**src/rtl/sao_clk_pkg.sv**
```systemverilog
// Shared types and widths for the slow-clock interval receiver.
package sao_clk_pkg;

    localparam int IVL_W    = 3;
    localparam int GOOD_W   = 4;
    localparam int ERRCNT_W = 8;

    typedef enum logic [1:0] {
        SEARCH  = 2'd0,
        ACQUIRE = 2'd1,
        LOCKED  = 2'd2
    } sao_state_e;

    function automatic logic [ERRCNT_W-1:0] errcnt_sat_inc(input logic [ERRCNT_W-1:0] v);
        return (v == {ERRCNT_W{1'b1}}) ? v : v + ERRCNT_W'(1);
    endfunction

endpackage

```
**src/rtl/sao_edge_det.sv**
```systemverilog
// Two-register edge detector for a divided clock that is synchronous to clk.
// The edge flag is registered once more so it lines up with the delayed level.
module sao_edge_det
    import sao_clk_pkg::*;
(
    input  logic clk,
    input  logic arst,
    input  logic clr,
    input  logic sig,
    output logic edge_seen,
    output logic level
);

    logic s_q_r;
    logic s_qq_r;
    logic edge_r;

    // Sample the input twice and register the transition flag
    always_ff @(posedge clk or posedge arst) begin
        if (arst) begin
            s_q_r  <= 1'b0;
            s_qq_r <= 1'b0;
            edge_r <= 1'b0;
        end else if (clr) begin
            s_q_r  <= 1'b0;
            s_qq_r <= 1'b0;
            edge_r <= 1'b0;
        end else begin
            s_q_r  <= sig;
            s_qq_r <= s_q_r;
            edge_r <= s_q_r ^ s_qq_r;
        end
    end

    assign edge_seen = edge_r;
    assign level     = s_qq_r;

endmodule

```
**src/rtl/sao_clk_slow_rx.sv**
```systemverilog
// Tracks a divided clock sampled as data, locks on MULT-cycle half-periods and emits edge strobes.
// Define SAO_CLK_RX_ERRCNT_EN to build the saturating loss-of-lock counter on err_cnt.
module sao_clk_slow_rx
    import sao_clk_pkg::*;
#(
    parameter int MULT     = 3,
    parameter int LOCK_CNT = 4
) (
    input  logic       clk,
    input  logic       arst,
    input  logic       clr,
    input  logic       clk_slow_in,
    output logic       locked,
    output logic [2:0] phase,
    output logic       rise_stb,
    output logic       fall_stb,
    output logic       err,
    output logic [7:0] err_cnt
);

    // ivl carries one spare bit so it can saturate at MULT=8
    localparam logic [IVL_W:0]    IVL_SAT    = (IVL_W+1)'(MULT);
    localparam logic [IVL_W:0]    IVL_GOOD   = (IVL_W+1)'(MULT - 1);
    localparam logic [IVL_W:0]    IVL_ZERO   = (IVL_W+1)'(0);
    localparam logic [IVL_W:0]    IVL_ONE    = (IVL_W+1)'(1);
    localparam logic [GOOD_W-1:0] GOOD_LAST  = GOOD_W'(LOCK_CNT - 1);
    localparam logic [GOOD_W-1:0] GOOD_ZERO  = GOOD_W'(0);
    localparam logic [GOOD_W-1:0] GOOD_ONE   = GOOD_W'(1);
    localparam logic [IVL_W-1:0]  PHASE_ZERO = IVL_W'(0);

    logic              edge_s;
    logic              level_s;
    logic [IVL_W:0]    ivl_next_s;
    logic              good_s;
    logic              timeout_s;

    sao_state_e        state_r;
    logic [IVL_W:0]    ivl_r;
    logic [GOOD_W-1:0] good_cnt_r;
    logic              locked_r;
    logic [IVL_W-1:0]  phase_r;
    logic              rise_r;
    logic              fall_r;
    logic              err_r;

    sao_edge_det u_edge (
        .clk       (clk),
        .arst      (arst),
        .clr       (clr),
        .sig       (clk_slow_in),
        .edge_seen (edge_s),
        .level     (level_s)
    );

    // Next interval count and edge classification
    always_comb begin
        ivl_next_s = ivl_r;
        good_s     = 1'b0;
        timeout_s  = 1'b0;
        if (edge_s) begin
            ivl_next_s = IVL_ZERO;
            good_s     = (ivl_r == IVL_GOOD);
        end else if (ivl_r == IVL_SAT) begin
            ivl_next_s = ivl_r;
        end else begin
            ivl_next_s = ivl_r + IVL_ONE;
            timeout_s  = (ivl_r == IVL_GOOD);
        end
    end

    // Lock FSM with registered outputs; clr behaves exactly like arst
    always_ff @(posedge clk or posedge arst) begin
        if (arst) begin
            state_r    <= SEARCH;
            ivl_r      <= IVL_ZERO;
            good_cnt_r <= GOOD_ZERO;
            locked_r   <= 1'b0;
            phase_r    <= PHASE_ZERO;
            rise_r     <= 1'b0;
            fall_r     <= 1'b0;
            err_r      <= 1'b0;
        end else if (clr) begin
            state_r    <= SEARCH;
            ivl_r      <= IVL_ZERO;
            good_cnt_r <= GOOD_ZERO;
            locked_r   <= 1'b0;
            phase_r    <= PHASE_ZERO;
            rise_r     <= 1'b0;
            fall_r     <= 1'b0;
            err_r      <= 1'b0;
        end else begin
            ivl_r  <= ivl_next_s;
            rise_r <= 1'b0;
            fall_r <= 1'b0;
            err_r  <= 1'b0;
            case (state_r)
                SEARCH: begin
                    locked_r <= 1'b0;
                    phase_r  <= PHASE_ZERO;
                    if (edge_s) begin
                        state_r    <= ACQUIRE;
                        good_cnt_r <= GOOD_ZERO;
                    end else begin
                        state_r <= SEARCH;
                    end
                end
                ACQUIRE: begin
                    locked_r <= 1'b0;
                    phase_r  <= PHASE_ZERO;
                    if (good_s && (good_cnt_r == GOOD_LAST)) begin
                        state_r    <= LOCKED;
                        good_cnt_r <= good_cnt_r + GOOD_ONE;
                        locked_r   <= 1'b1;
                        phase_r    <= ivl_next_s[IVL_W-1:0];
                        rise_r     <= level_s;
                        fall_r     <= ~level_s;
                    end else if (good_s) begin
                        good_cnt_r <= good_cnt_r + GOOD_ONE;
                    end else if (edge_s) begin
                        good_cnt_r <= GOOD_ZERO;
                    end else if (timeout_s) begin
                        state_r <= SEARCH;
                    end else begin
                        state_r <= ACQUIRE;
                    end
                end
                LOCKED: begin
                    if (good_s) begin
                        locked_r <= 1'b1;
                        phase_r  <= ivl_next_s[IVL_W-1:0];
                        rise_r   <= level_s;
                        fall_r   <= ~level_s;
                    end else if (edge_s) begin
                        state_r    <= ACQUIRE;
                        good_cnt_r <= GOOD_ZERO;
                        locked_r   <= 1'b0;
                        phase_r    <= PHASE_ZERO;
                        err_r      <= 1'b1;
                    end else if (timeout_s) begin
                        state_r  <= SEARCH;
                        locked_r <= 1'b0;
                        phase_r  <= PHASE_ZERO;
                        err_r    <= 1'b1;
                    end else begin
                        locked_r <= 1'b1;
                        phase_r  <= ivl_next_s[IVL_W-1:0];
                    end
                end
                default: begin
                    state_r    <= SEARCH;
                    good_cnt_r <= GOOD_ZERO;
                    locked_r   <= 1'b0;
                    phase_r    <= PHASE_ZERO;
                end
            endcase
        end
    end

`ifdef SAO_CLK_RX_ERRCNT_EN
    logic [ERRCNT_W-1:0] err_cnt_r;

    // Saturating count of loss-of-lock pulses
    always_ff @(posedge clk or posedge arst) begin
        if (arst) begin
            err_cnt_r <= ERRCNT_W'(0);
        end else if (clr) begin
            err_cnt_r <= ERRCNT_W'(0);
        end else if (err_r) begin
            err_cnt_r <= errcnt_sat_inc(err_cnt_r);
        end else begin
            err_cnt_r <= err_cnt_r;
        end
    end

    assign err_cnt = err_cnt_r;
`else
    assign err_cnt = 8'd0;
`endif

    assign locked   = locked_r;
    assign phase    = phase_r;
    assign rise_stb = rise_r;
    assign fall_stb = fall_r;
    assign err      = err_r;

endmodule

```
**config.mk**
```make
export PLATFORM = sky130hd
export DESIGN_NAME = sao_clk_slow_rx
export DESIGN_NICKNAME = d
export VERILOG_FILES = /design/src/rtl/sao_clk_pkg.sv /design/src/rtl/sao_edge_det.sv /design/src/rtl/sao_clk_slow_rx.sv
export SDC_FILE = /design/constraint.sdc
export NUM_CORES = 1
export LEC_CHECK = 0
export CAP_MARGIN = 15
export CELL_PAD_IN_SITES_DETAIL_PLACEMENT = 0
export CELL_PAD_IN_SITES_GLOBAL_PLACEMENT = 2
export CORE_AREA = 2 2 60 62
export CTS_BUF_LIST = sky130_fd_sc_hd__clkbuf_8
export CTS_CLUSTER_DIAMETER = 120
export DETAILED_ROUTE_END_ITERATION = 12
export DIE_AREA = 0 0 62 64
export GPL_TIMING_DRIVEN = 0
export PLACE_DENSITY_LB_ADDON = 0.1
export SLEW_MARGIN = 30
export SYNTH_ARGS = -nofsm -noshare
export SYNTH_HDL_FRONTEND = slang
export SYNTH_SLANG_ARGS = --single-unit
```
**constraint.sdc**
```tcl
create_clock -name clk -period 3.61 [get_ports clk]
set_clock_uncertainty 0.2 [all_clocks]
set_input_delay 0.361 -clock clk [delete_from_list [all_inputs] [get_ports clk]]
set_output_delay 0.361 -clock clk [all_outputs]
set_load 0.05 [all_outputs]
```
# Word level (Yosys, flattened, before mapping)
# Index checks and enable logic that the tools add are counted.
[classes] addsub=2 n_eq_ne=10 mux=50 n_bitwise=2 n_reduce_logical=3
[op_table] op="$mux W4" n=8
[op_table] op="$mux W1" n=24
[op_table] op="$mux W3" n=5
[op_table] op="$mux W2" n=7
[op_table] op="$eq A4 B2 Y1 const B" n=3
[op_table] op="$pmux W4 S3" n=1
[op_table] op="$add A4 B1 Y4 const B" n=2
[op_table] op="$ne A4 B4 Y1 const B" n=2
[op_table] op="$pmux W1 S2" n=3
[op_table] op="$pmux W2 S3" n=1
[op_table] op="$pmux W3 S2" n=1
[op_table] op="$ne A4 B3 Y1 const B" n=1
[op_table] op="$reduce_and A4 Y1" n=1
[op_table] op="$ne A3 B2 Y1 const B" n=1
[op_table] op="$ne A3 B3 Y1 const B" n=1
[op_table] op="$eq A2 B1 Y1 const B" n=1
[op_table] op="$eq A2 B2 Y1 const B" n=1
[op_table] op="$logic_not A2 Y1" n=1
[op_table] op="$logic_and A1 B1 Y1" n=1
[op_table] op="$not A1 Y1" n=1
[op_table] op="$xor A1 B1 Y1" n=1
[totals] ff_bits=20 input_bits=4

# Depth between registers and ports, before layout
[logic_depth] depth_word=9 mapped_depth=7 depth_no_buf=7

# By module
# Synthesis repeated with hierarchy kept, for this count alone.
[hier_totals] cells_unflattened=118 hier_area_um2=1187.4
[by_module_without_submodules] mod="sao_clk_slow_rx" n_inst=1 cells_per_inst=110 area_each_um2=1083.5 seq_area_each_um2=425.4
[by_module_without_submodules] mod="sao_edge_det" n_inst=1 cells_per_inst=8 area_each_um2=103.8 seq_area_each_um2=75.1

# Worst setup path before layout
# OpenSTA, ideal clock, no wires.
[synth_path] kind="reg-to-reg" start="register ivl_r[0]" end="register state_r[1]" t_arrival_ps=1584 required_time_ps=3278 path_slack_ps=1694 path_stages_with_launch=7 path_buffers=0 cell_sequence="dfrtp_1 > ha_1 > nor4b_2 > o32ai_1 > nor3_4 > mux2i_1 > nor2_1"
[synth_via] elab_chain_cells=6
[synth_rtl] element="from (decl)" line_no="sao_clk_slow_rx.sv:38" source="logic [IVL_W:0] ivl_r;"
[synth_rtl] element="from (signal assigned)" line_no="sao_clk_slow_rx.sv:92" source="ivl_r <= ivl_next_s;"
[synth_rtl] element="$eq A4 B2 Y1" line_no="sao_clk_slow_rx.sv:62, sao_clk_slow_rx.sv:67"
[synth_rtl] element="$mux W1" line_no="sao_clk_slow_rx.sv:60" source="if (edge_s) begin"
[synth_rtl] element="$logic_and A1 B1 Y1" line_no="sao_clk_slow_rx.sv:110" source="if (good_s && (good_cnt_r == GOOD_LAST)) begin"
[synth_rtl] element="$mux W2" line_no="sao_clk_slow_rx.sv:110"
[synth_rtl] element="$pmux W2 S3" line_no="sao_clk_slow_rx.sv:96" source="case (state_r)"
[synth_rtl] element="$mux W2" line_no="sao_clk_slow_rx.sv:82" source="end else if (clr) begin"
[synth_rtl] element="to (signal assigned)" line_no="sao_clk_slow_rx.sv:83" source="state_r <= SEARCH;"
[synth_rtl] element="to (signal assigned)" line_no="sao_clk_slow_rx.sv:101" source="state_r <= ACQUIRE;"
[synth_rtl] element="to (signal assigned)" line_no="sao_clk_slow_rx.sv:111" source="state_r <= LOCKED;"
[synth_rtl] element="to (decl)" line_no="sao_clk_slow_rx.sv:37" source="sao_state_e state_r;"
# Parallel ways exist; a longest one is shown, timed or not.
# A chain may end at the register's enable or synchronous reset.

# Worst setup path after layout
# Ends and elaborated chain as after synthesis.

==> impl_results.md <==
* Worst Tran Pin Value at 0.7714 ns
* Layout area overhead at 19.87%
* RD Place Congestion at 0.7204
* Synth Area per Inst at 9.772 um^2
* Vias post-DR at 849
* RSZ-0062 raised after global routing: no
* CP Max Fanout at 7
* Post-route cell area at 1359 um^2
* Sequential share of the synthesized area at 0.4415
* CTS tree: done
* Via-per-instance ratio at 4.665
* Starting DRT DRC Count at 22
* Hold Buf Count CTS at 0
* # DRC at 0
* Max Slew Vio Count at 0
* Crit end category: flop
* Slew margin rel. at 0.4852
* Most frequent cells in the layout: 20 x dfrtp_1, 10 x nor3_1, 10 x clkdlybuf4s50_1
* Final Cycle Share at 0.5885
* Lkg Pwr at 0.6205 nW
* Highest clock rate at 470.7 MHz
* Worst Setup Start Kind: flop
* Antenna Violating Nets Remaining at 0
* Place WS at 1.468 ns
* Multi-input logic area at 561.8 um^2
* CP bufs+invs at 0
* Final Setup Violations at 0
* Post-synth EDFFs at 0
* GRT overflow at 0
* FP Rows at 21
* Root buffer cell: clkbuf_8
* Die height at 64 um
* Num CTS Buffers at 3
* H-tree Lvls at 1
* CP delay by family, top: simple AND/OR/NAND/NOR gates
* Crit-path slowest cell: dfrtp_1
* Setup TNS at 0 ns
* Hold WC Path Type: flop to flop
* Vias in the first global route at 858
* Post-CTS Setup Inserts at 0
* Placeable Area at 3284 um^2
* DIE WIDTH at 62 um
* Clock transition at the registers of the reported paths at 0.07 ns
* Synth Flop Type: dfrtp_1
* Max Root-Sink Buffers at 2
* Area after DPL at 1318 um^2
* Wire per inst at 12.13 um
* Final core occ at 0.4137
* Fillers at 345
* Diodes inserted at 0
* CP required at 3.53 ns
* Fin. Hold Viols at 0
* Layout cells sized above 1 at 0.1103
* Critical path class: flop to flop
* Ys async rst share at 1.000
* CP arrival at 2.05 ns
* Global-route wire length before repair at 3.967 mm
* Initial antenna violation count at 0
* FF/Latch Area at 500.5 um^2
* Commonest non-fill, non-tap cell in the layout: dfrtp_1
* Synth cell types at 39
* Sink Count at 20
* Latest clock arrival within the worst-skew pair at 0.25 ns
* PwrDens at 344.8 nW/um^2
* Port Buffers at 10
* Syn Inst Count at 116
* Min Clock Period, post-route at 2.125 ns
* Status: completed
* Max stage delay on crit path at 0.44 ns
* IO Count at 19
* Total die area at 3968 um^2
* Largest net degree at the start of global routing at 21
* Wirelength, routed at 2.208 mm
* Nets at 149
* Initial Util at 0.3451
* # resized after CTS at 0
* Synth Cell Area at 1134 um^2
* VDD IR max at 0.09934 mV
* GRT Overall Usage at 0.1302
* Worst setup margin at 1.485 ns
* Synth warnings at 0
* Yosys reg bits at 20
* CP Cell Sequence: ha_1 > nor4b_2 > o32ai_1 > nor3_4 > mux2i_1 > nor2_1
* Total iterations of the first detailed-routing run at 4
* HPWL after detailed placement at 1.663 mm
* MaxCap Viol Count at 0
[power by group]
| group | internal, W | switching, W |
|---|---|---|
| combinational | 0.0000321 | 0.0000538 |
| sequential | 0.000230 | 0.00000752 |
| clock | 0.0000742 | 0.0000706 |
| total | 0.000337 | 0.000132 |
[metal layers]
layer,up-vias,GRT usage,wire (um)
li1,430,-,-
met1,400,0.1811,1078
met2,17,0.2044,1032
met3,2,0.01822,85
met4,0,0.03989,11
met5,-,0,0
[layout make-up]
class	count	share of cell area
multi-input combinational	85	0.4134
sequential	20	0.3683
timing repair buffer	10	0.07366
buffer	10	0.04972
tap	46	0.04236
clock buffer	3	0.03039
inverter	8	0.02210
[flip-flops by register name, indices dropped and copies added, names as in the netlist]
| name | flops |
|---|---|
| good_cnt_r | 4 |
| ivl_r | 4 |
| phase | 3 |
| state_r | 2 |
| err | 1 |
| fall_stb | 1 |
| locked | 1 |
| rise_stb | 1 |
| u_edge.edge_seen | 1 |
| u_edge.level | 1 |
| u_edge.s_q_r | 1 |
[Yosys cell counts (2+ instances only)]
| master | n | area (um^2) |
|---|---|---|
| buf_4 | 8 | 60.06 |
| nor3b_1 | 3 | 22.52 |
| o32ai_1 | 2 | 17.52 |
| dfrtp_1 | 20 | 500.5 |
| xnor2_1 | 2 | 17.52 |
| o21a_1 | 2 | 15.01 |
| nor2_1 | 7 | 26.28 |
| nand3_1 | 2 | 10.01 |
| inv_1 | 8 | 30.03 |
| nor3_1 | 10 | 50.05 |
| nand2_1 | 8 | 30.03 |
| ha_1 | 7 | 87.58 |
| nand2b_1 | 3 | 18.77 |
| nor2b_1 | 3 | 18.77 |
| o21ai_1 | 3 | 15.01 |
| clkbuf_1 | 2 | 7.510 |
| a21oi_1 | 4 | 20.02 |
[through the flow]
stage | power [W] | cells | hold WS [ns]
6_report | 0.0004685 | 182 | 0.2800
5_1_grt | 0.0004991 | 182 | 0.3273
4_1_cts | 0.0004775 | 182 | 0.2893
3_5_place_dp | 0.0003285 | 179 | 0.2789
3_3_place_gp | 0.0003287 | 179 | 0.2701
2_1_floorplan | 0.0003115 | 123 | 0.1248
[cells by family after synthesis]
logic type               share of synthesized area
AO/OA/AOI/OAI                               0.1203
XOR/XNOR                                   0.02318
adder cells (fa/ha/maj)                    0.07726
buffers and inverters                      0.08610
flip-flops                                  0.4415
multiplexers                               0.01876
other                                     0.003308
AND/OR/NAND/NOR                             0.2296
[worst paths after layout]
path,depth (start not counted),end,from,slack (ns)
hold / removal,1,fall_stb,u_edge.level,0.28
setup / recovery,6,state_r[1],ivl_r[0],1.49
max in group asynchronous,2,ivl_r[1],arst,2.38
min in group asynchronous,2,err,arst,0.35
setup reg to reg,6,state_r[1],ivl_r[0],1.49
hold reg to reg,1,fall_stb,u_edge.level,0.28
No activity file was read; power rests on OpenSTA's default activity.
